<file path="config.mk">
export PLATFORM = sky130hd
export DESIGN_NAME = regfile_mp_sb
export DESIGN_NICKNAME = d
export VERILOG_FILES = /design/src/rtl/regfile_mp_sb.sv
export SDC_FILE = /design/constraint.sdc
export NUM_CORES = 2
export LEC_CHECK = 0
export CAP_MARGIN = 20
export CORE_AREA = 2 2 492 299
export DETAILED_ROUTE_END_ITERATION = 16
export DIE_AREA = 0 0 494 301
export PLACE_DENSITY = 0.59
export SLEW_MARGIN = 15
export SYNTH_ARGS = -nofsm -noshare
export SYNTH_HDL_FRONTEND = slang
export SYNTH_SLANG_ARGS = --single-unit
export TNS_END_PERCENT = 5
</file>
<file path="constraint.sdc">
create_clock -name clk -period 3.24 [get_ports clk]
set_input_delay 0.648 -clock clk [delete_from_list [all_inputs] [get_ports clk]]
set_output_delay 0.648 -clock clk [all_outputs]
set_load 0.05 [all_outputs]
</file>
<file path="src/rtl/regfile_mp_sb.sv">
// regfile_mp_sb: multi-port register file with write bypass and busy-bit scoreboard
module regfile_mp_sb #(
  parameter int DATA_W = 32,
  parameter int DEPTH = 32,
  parameter int ADDR_W = $clog2(DEPTH),
  parameter int NUM_RD = 2,
  parameter int NUM_WR = 1,
  parameter int ZERO_REG = 1,
  parameter int BYPASS = 1
) (
  input  logic                     clk,
  input  logic                     rst,
  input  logic [NUM_RD*ADDR_W-1:0] rd_addr,
  output logic [NUM_RD*DATA_W-1:0] rd_data,
  output logic [NUM_RD-1:0]        rd_busy,
  input  logic [NUM_WR-1:0]        wr_en,
  input  logic [NUM_WR*ADDR_W-1:0] wr_addr,
  input  logic [NUM_WR*DATA_W-1:0] wr_data,
  input  logic                     issue_en,
  input  logic [ADDR_W-1:0]        issue_addr,
  output logic [DEPTH-1:0]         busy_vec,
  output logic                     wr_conflict
);
  logic [DATA_W-1:0] r_mem [DEPTH];
  logic [NUM_WR-1:0] w_we;
  logic              w_issue;
  logic              w_conflict;
  logic [DEPTH-1:0]  w_busy_nxt;
  for (genvar j = 0; j < NUM_WR; j++) begin : g_we
    assign w_we[j] = wr_en[j] && !(ZERO_REG == 1 && wr_addr[j*ADDR_W +: ADDR_W] == '0);
  end
  assign w_issue = issue_en && !(ZERO_REG == 1 && issue_addr == '0);
  if (NUM_WR == 2) begin : g_cf
    assign w_conflict = &w_we && wr_addr[0 +: ADDR_W] == wr_addr[ADDR_W +: ADDR_W];
  end else begin : g_nc
    assign w_conflict = 1'b0;
  end
  always_comb begin
    w_busy_nxt = busy_vec;
    for (int j = 0; j < NUM_WR; j++)
      if (w_we[j]) w_busy_nxt[wr_addr[j*ADDR_W +: ADDR_W]] = 1'b0;
    if (w_issue) w_busy_nxt[issue_addr] = 1'b1;
  end
  always_ff @(posedge clk) begin
    if (rst) begin
      busy_vec <= '0;
      wr_conflict <= 1'b0;
      for (int a = 0; a < DEPTH; a++) r_mem[a] <= '0;
    end else begin
      busy_vec <= w_busy_nxt;
      wr_conflict <= w_conflict;
      for (int j = 0; j < NUM_WR; j++)
        if (w_we[j]) r_mem[wr_addr[j*ADDR_W +: ADDR_W]] <= wr_data[j*DATA_W +: DATA_W];
    end
  end
  for (genvar i = 0; i < NUM_RD; i++) begin : g_rd
    logic [ADDR_W-1:0] w_a;
    logic              w_hit;
    logic              w_zero;
    logic [DATA_W-1:0] w_bd;
    assign w_a = rd_addr[i*ADDR_W +: ADDR_W];
    assign w_zero = ZERO_REG == 1 && w_a == '0;
    always_comb begin
      w_hit = 1'b0;
      w_bd = '0;
      for (int j = 0; j < NUM_WR; j++)
        if (BYPASS == 1 && w_we[j] && wr_addr[j*ADDR_W +: ADDR_W] == w_a) begin
          w_hit = 1'b1;
          w_bd = wr_data[j*DATA_W +: DATA_W];
        end
    end
    assign rd_data[i*DATA_W +: DATA_W] = w_zero ? '0 : w_hit ? w_bd : r_mem[w_a];
    assign rd_busy[i] = !w_zero && !w_hit && busy_vec[w_a];
  end
endmodule

</file>
# ---- Word-level counts from Yosys, hierarchy flattened
# Memory sizes are Yosys's and may differ from the RTL's.
# Index checks and enable logic that the tools add are counted.
dict set report totals {
  reg_bits 32
  ramBits 1024
  out_inout_bits 99
  inputBits 56
  word_cells 60
  mem_count 1
}
dict set report op_classes {
  n_reduce_logical 21
  muxes 26
  magnitude_cmp 6
  bitwise 3
  n_eq_ne 2
}
# name words width rd rd_clocked_by_memory_dff wr line
set memory_table {}
lappend memory_table {r_mem 32 32 2 0 32 24} ;# logic [DATA_W-1:0] r_mem [DEPTH];
# op count
set ops {}
lappend ops {{two-way mux 32 bit} 9}
lappend ops {{bitwise AND 32 bit} 1}
lappend ops {{inverter 32 bit} 1}
lappend ops {{OR 32 bit} 1}
lappend ops {{OR reduction 32 bit} 1}
lappend ops {{less-than comparator 5 x 6 -> 1 bit (second input constant)} 4}
lappend ops {{logical NOT 5 bit} 4}
lappend ops {{two-way mux 1 bit} 12}
lappend ops {{binary-select mux 1 bit (select 5 bit)} 2}
lappend ops {{demux 1 bit (select 5 bit)} 2}
lappend ops {{== test 5 bit} 2}
lappend ops {{greater-or-equal comparator 5 x 1 -> 1 bit (second input constant)} 2}
lappend ops {{logical AND 1 bit} 10}
lappend ops {{logical NOT 1 bit} 6}
lappend ops {{two-way mux 5 bit} 1}

# ---- Longest topological paths before layout
dict set report logic_depth {
  depth_word 9
  depth_mapped 10
  depth_no_buf 5
}

# ---- Worst setup path before layout
# No wires, ideal clock.
dict set report synth_timing {
  path_kind {input to output}
  startpoint {input wr_addr[2]}
  endpoint {output rd_data[44]}
  required_time_ns 2.592
  path_stages 8
  arrival_time_ns 3.140
  path_slack_ns -0.548
  n_path_buf 3
  path_cell_list {buf_2 > or3_1 > buf_2 > o21ai_1 > o31a_1 > buf_2 > o21ai_0 > o31ai_1}
}
dict set report synth_via {
  elab_chain_cells 7
  word_cells_on_any_way 9
  classes_between {1 x eq/ne; 4 x mux; 4 x reduce/logical}
}
# element line
set synth_rtl {}
lappend synth_rtl {{start, declared} 17} ;# input logic [NUM_WR*ADDR_W-1:0] wr_addr,
lappend synth_rtl {{logical NOT 5 bit} 30} ;# assign w_we[j] = wr_en[j] && !(ZERO_REG == 1 && wr_addr[j*ADDR_W +: ADDR_W] == '0);
lappend synth_rtl {{logical NOT 1 bit} 30}
lappend synth_rtl {{logical AND 1 bit} 30}
lappend synth_rtl {{logical AND 1 bit *} 67} ;# if (BYPASS == 1 && w_we[j] && wr_addr[j*ADDR_W +: ADDR_W] == w_a) begin
lappend synth_rtl {{two-way mux 32 bit or two-way mux 1 bit (tied branches)} 67}
lappend synth_rtl {{two-way mux 32 bit * (2 in series)} 72} ;# assign rd_data[i*DATA_W +: DATA_W] = w_zero ? '0 : w_hit ? w_bd : r_mem[w_a];
lappend synth_rtl {{end, declared} 14} ;# output logic [NUM_RD*DATA_W-1:0] rd_data,
# Mark *: on every way between the ends. The rest lies on a longest branch, timed or not.

# ---- Final worst setup path
dict set report layout_timing {
  startpoint {input rd_addr[5]}
  endpoint {output rd_data[58]}
}
dict set report layout_via {
  elab_chain_cells 5
  word_cells_on_any_way 8
  classes_between {1 x eq/ne; 4 x mux; 2 x reduce/logical; 1 x memory}
}
# element line
set layout_rtl {}
lappend layout_rtl {{start, declared} 13} ;# input logic [NUM_RD*ADDR_W-1:0] rd_addr,
lappend layout_rtl {{parallel branches: the longest is 4 deep, another holds memory (32 x 32 bit)} --}
lappend layout_rtl {{two-way mux 32 bit *} 72}
# Mark *: on every way between the ends.

==> metrics.txt <==
# TYPE chip_impl_metric gauge
chip_impl_metric{name="final_hold_viol_count",unit=""} 0
chip_impl_metric{name="detail_route.vias_per_cell",unit=""} 6.197
chip_impl_metric{name="gate_count_of_the_mapped_netlist",unit=""} 4221
chip_impl_metric{name="gpl_wtd_cong",unit=""} 0.9340
chip_impl_metric{name="layout_overhead_on_the_synthesized_area",unit="%"} 25.23
chip_impl_info{name="worst_r2r_endpoint",value="busy_vec[19]"} 1
chip_impl_metric{name="grt_first_pass_wirelength",unit="um"} 308000
chip_impl_metric{name="seqCellArea",unit="um^2"} 31390
chip_impl_metric{name="synth_edf_count",unit=""} 1024
chip_impl_info{name="min_path_type",value="flip-flop to flip-flop"} 1
chip_impl_metric{name="multi_input_logic_area",unit="um^2"} 25270
chip_impl_metric{name="max_clock_freq",unit="MHz"} 295.2
chip_impl_metric{name="final_layout_size_suffix_gt1_share",unit="%"} 31.97
chip_impl_metric{name="finalWorstPathRequiredPeriod",unit="ns"} 3.388
chip_impl_metric{name="worst-endpoint-arrival",unit="ns"} 2.74
chip_impl_metric{name="die_span_in_x",unit="um"} 494
chip_impl_metric{name="drt_iter0_drc",unit=""} 6468
chip_impl_metric{name="clock_tree.buffer_depth",unit=""} 3
chip_impl_metric{name="ir_drop",unit="mV"} 0.4224
chip_impl_metric{name="num-fill-cells",unit=""} 12187
chip_impl_metric{name="drv_cap",unit=""} 0
chip_impl_metric{name="cell_area_placed",unit="um^2"} 66470
chip_impl_info{name="critical_path.endpoint_type",value="primary output"} 1
chip_impl_metric{name="clock_pin_slew_worst_setup_and_hold_paths",unit="ns"} 0.06
chip_impl_info{name="start_of_the_worst_register_to_register_path",value="busy_vec[19]"} 1
chip_impl_metric{name="drtPass1Iterations",unit=""} 6
chip_impl_metric{name="pin_count_of_the_biggest_net_entering_global_routing",unit=""} 54
chip_impl_info{name="startpoint_type",value="input port"} 1
chip_impl_metric{name="die_height",unit="um"} 301
chip_impl_info{name="yosys-top-cells-area",value="edfxtp_1 54%, mux4_2 13%, and2_1 11%"} 1
chip_impl_metric{name="effective_utilization_at_floorplan",unit="%"} 39.82
chip_impl_info{name="outcome",value="finished, violations left"} 1
chip_impl_metric{name="report.final.setup_viol",unit=""} 53
chip_impl_metric{name="dr_total_vias",unit=""} 41436
chip_impl_metric{name="routed_wire_length_per_instance",unit="um"} 32.91
chip_impl_metric{name="setup_ws",unit="ns"} -0.1481
chip_impl_metric{name="avgSynthCellArea",unit="um^2"} 13.56
chip_impl_metric{name="power-per-cell-area",unit="nW/um^2"} 481.3
chip_impl_info{name="worstHoldEndpoint",value="busy_vec[20]"} 1
chip_impl_metric{name="area_of_the_placeable_core",unit="um^2"} 143800
chip_impl_metric{name="timing_worst_slew_pin_value",unit="ns"} 0.8052
chip_impl_metric{name="detailed_place_hpwl",unit="um"} 143500
chip_impl_metric{name="io_pins",unit=""} 155
chip_impl_metric{name="drt_drc_violations_left",unit=""} 0
chip_impl_metric{name="grt_use_total",unit="%"} 29.19
chip_impl_metric{name="finalMaxSlewViolations",unit=""} 0
chip_impl_metric{name="synth_warnings",unit=""} 0
chip_impl_metric{name="static_leakage_power",unit="nW"} 26.33
chip_impl_metric{name="grt_antenna_before_repair",unit=""} 18
chip_impl_metric{name="std_cell_rows",unit=""} 108
chip_impl_metric{name="cts_sinks",unit=""} 1056
chip_impl_info{name="synth-main-ff-cell",value="edfxtp_1"} 1
chip_impl_info{name="critPathKind",value="input port to primary output"} 1
chip_impl_metric{name="nNetsFinal",unit=""} 4725
chip_impl_metric{name="synth-async-reset-ratio",unit="%"} 0
chip_impl_metric{name="drt-total-wl",unit="um"} 220000
chip_impl_metric{name="finish.instance_area",unit="um^2"} 71710
chip_impl_info{name="synth_commonest_cells",value="1,024 x edfxtp_1, 966 x and2_1, 382 x mux2i_1"} 1
chip_impl_metric{name="mappedNetlistArea",unit="um^2"} 57260
chip_impl_metric{name="critical_path_peak_fanout",unit=""} 8
chip_impl_metric{name="final_antenna_net_count",unit=""} 0
chip_impl_info{name="clock_tree_from_tritoncts",value="yes"} 1
chip_impl_metric{name="max_slew_margin",unit="%"} 46.15
chip_impl_metric{name="ff2ff_path_depth",unit=""} 2
chip_impl_metric{name="worst_hold_path.num_cells",unit=""} 2
chip_impl_metric{name="fin_total_pwr",unit="mW"} 34.51
chip_impl_metric{name="reg2reg_slack",unit="ns"} 2.45
chip_impl_metric{name="globalRouteOverflowTotal",unit=""} 0
chip_impl_metric{name="crit_required",unit="ns"} 2.59
chip_impl_metric{name="yosys.cell_types.count",unit=""} 57
chip_impl_metric{name="cts_hold_buffers",unit=""} 0
chip_impl_info{name="synthDominantAreaCellType",value="edfxtp_1"} 1
chip_impl_metric{name="clock_skew",unit="ns"} 0
chip_impl_metric{name="design.die.area",unit="um^2"} 148700
chip_impl_metric{name="port_buffers",unit=""} 153
chip_impl_info{name="failed_checks",value="setup timing"} 1
chip_impl_metric{name="clkLatencyLatePin",unit="ns"} 0.72
chip_impl_metric{name="cts.htree.levels",unit=""} 3
chip_impl_metric{name="synth_seq_cells",unit=""} 1056
chip_impl_info{name="clock_tree.root_cell",value="clkbuf_16"} 1
chip_impl_info{name="synth.most_common_cell",value="edfxtp_1"} 1
chip_impl_metric{name="synth.yosys.seq_area_share",unit="%"} 54.82
chip_impl_metric{name="cts-buffers-inserted",unit=""} 102
chip_impl_info{name="unrepaired_setup_endpoints_after_global_routing",value="true"} 1
chip_impl_info{name="worst_hold_startpoint",value="busy_vec[20]"} 1
chip_impl_metric{name="layout_worst_path_cycle_share",unit="%"} 104.6
chip_impl_metric{name="grt_pass1_vias",unit=""} 40213
chip_impl_metric{name="yosys.area.top_type_share",unit="%"} 53.70
## state kept, by name, indices dropped and copies added (netlist names)
register / flops
busy_vec: 32
r_mem: 1024
## worst max-delay path, stage by stage
cell,delay [ns]
buf_16,0.16
buf_16,0.17
buf_12,0.14
mux4_2,0.57
nor2_1,0.13
a31oi_1,0.06
a221oi_2,0.38
buf_4,0.20
o31ai_2,0.07
buf_6,0.15
## worst max path at each step
stage / from / endpoint / slack, ns
finish: rd_addr[5] / rd_data[58] / -0.15
global route: rd_addr[5] / rd_data[58] / -0.16
CTS: r_mem[31][21] / rd_data[53] / -0.10
detailed placement: wr_addr[1] / rd_data[52] / -0.86
global placement: wr_addr[1] / rd_data[52] / -0.87
floorplan: rd_addr[2] / rd_data[15] / -0.41
## through the flow
stage          utilization [%]  setup WS (ns)  hold WS, ns  setup TNS (ns)  cells
6_report                 49.87        -0.1481       0.5178          -1.926   6686
5_1_grt                  49.86        -0.1550       0.5477          -4.052   6677
4_1_cts                  49.58        -0.1007       0.5157          -2.613   6669
3_5_place_dp             46.23        -0.8576       0.5061          -34.26   6446
3_3_place_gp             46.23        -0.8710       0.5091          -36.77   6446
2_1_floorplan                -        -0.4121       0.6933          -1.643   4253
## cells by family after synthesis
logic type	count (synthesis)	share of synthesized area, %
other	1	0.006549
AOI/OAI and AO/OA	527	6.512
muxes	775	21.07
and+or+nand+nor	1366	13.77
buffers and inverters	486	3.660
DFF	1056	54.82
xor gates and xnor gates	10	0.1530
## power breakdown
part	switching, mW	internal, mW
sequential	0.405	15.7
clock	5.56	6.57
combinational	3.48	2.77
## cell usage in the layout (no fill, tap or decap), types with 31 or more instances in the layout
cell / count
clkbuf_16: 106
conb_1: 33
mux2_2: 38
a21oi_1: 81
mux4_2: 339
nor2_1: 56
clkdlybuf4s50_1: 70
nor3_1: 38
mux2i_1: 381
o21ai_0: 51
o22ai_1: 56
nand3_2: 31
inv_1: 34
buf_4: 390
buf_6: 47
a221oi_1: 42
and2_1: 964
buf_12: 212
dfxtp_1: 32
a22oi_1: 106
a32o_2: 51
nand2_1: 89
edfxtp_1: 1024
## layer usage
layer,vias up,part of all wire (%),GRT usage (%)
li1,16923,-,-
met1,21267,42,43.78
met2,2896,42,41.70
met3,350,13,7.294
met4,0,3.0,8.315
met5,-,0,0
## layout make-up
type	count	area share [%]
Antenna cell	9	0.03141
Clock inverter	68	0.7869
Sequential cell	1056	43.78
Inverter	38	0.2007
Tap cell	1925	3.359
Timing Repair Buffer	760	12.89
Multi-Input combinational cell	2711	35.25
Clock buffer	119	3.708
## timing repair
| action | in CTS | in global routing |
|---|---|---|
| setup buffers | 31 | 7 |
| gates cloned | 8 | 1 |
| pin swaps | 80 | 24 |
| resized for setup | 295 | 83 |
| endpoints found under the setup margin | 66 | 66 |
Note: power is estimated with default switching activity, not from simulation.
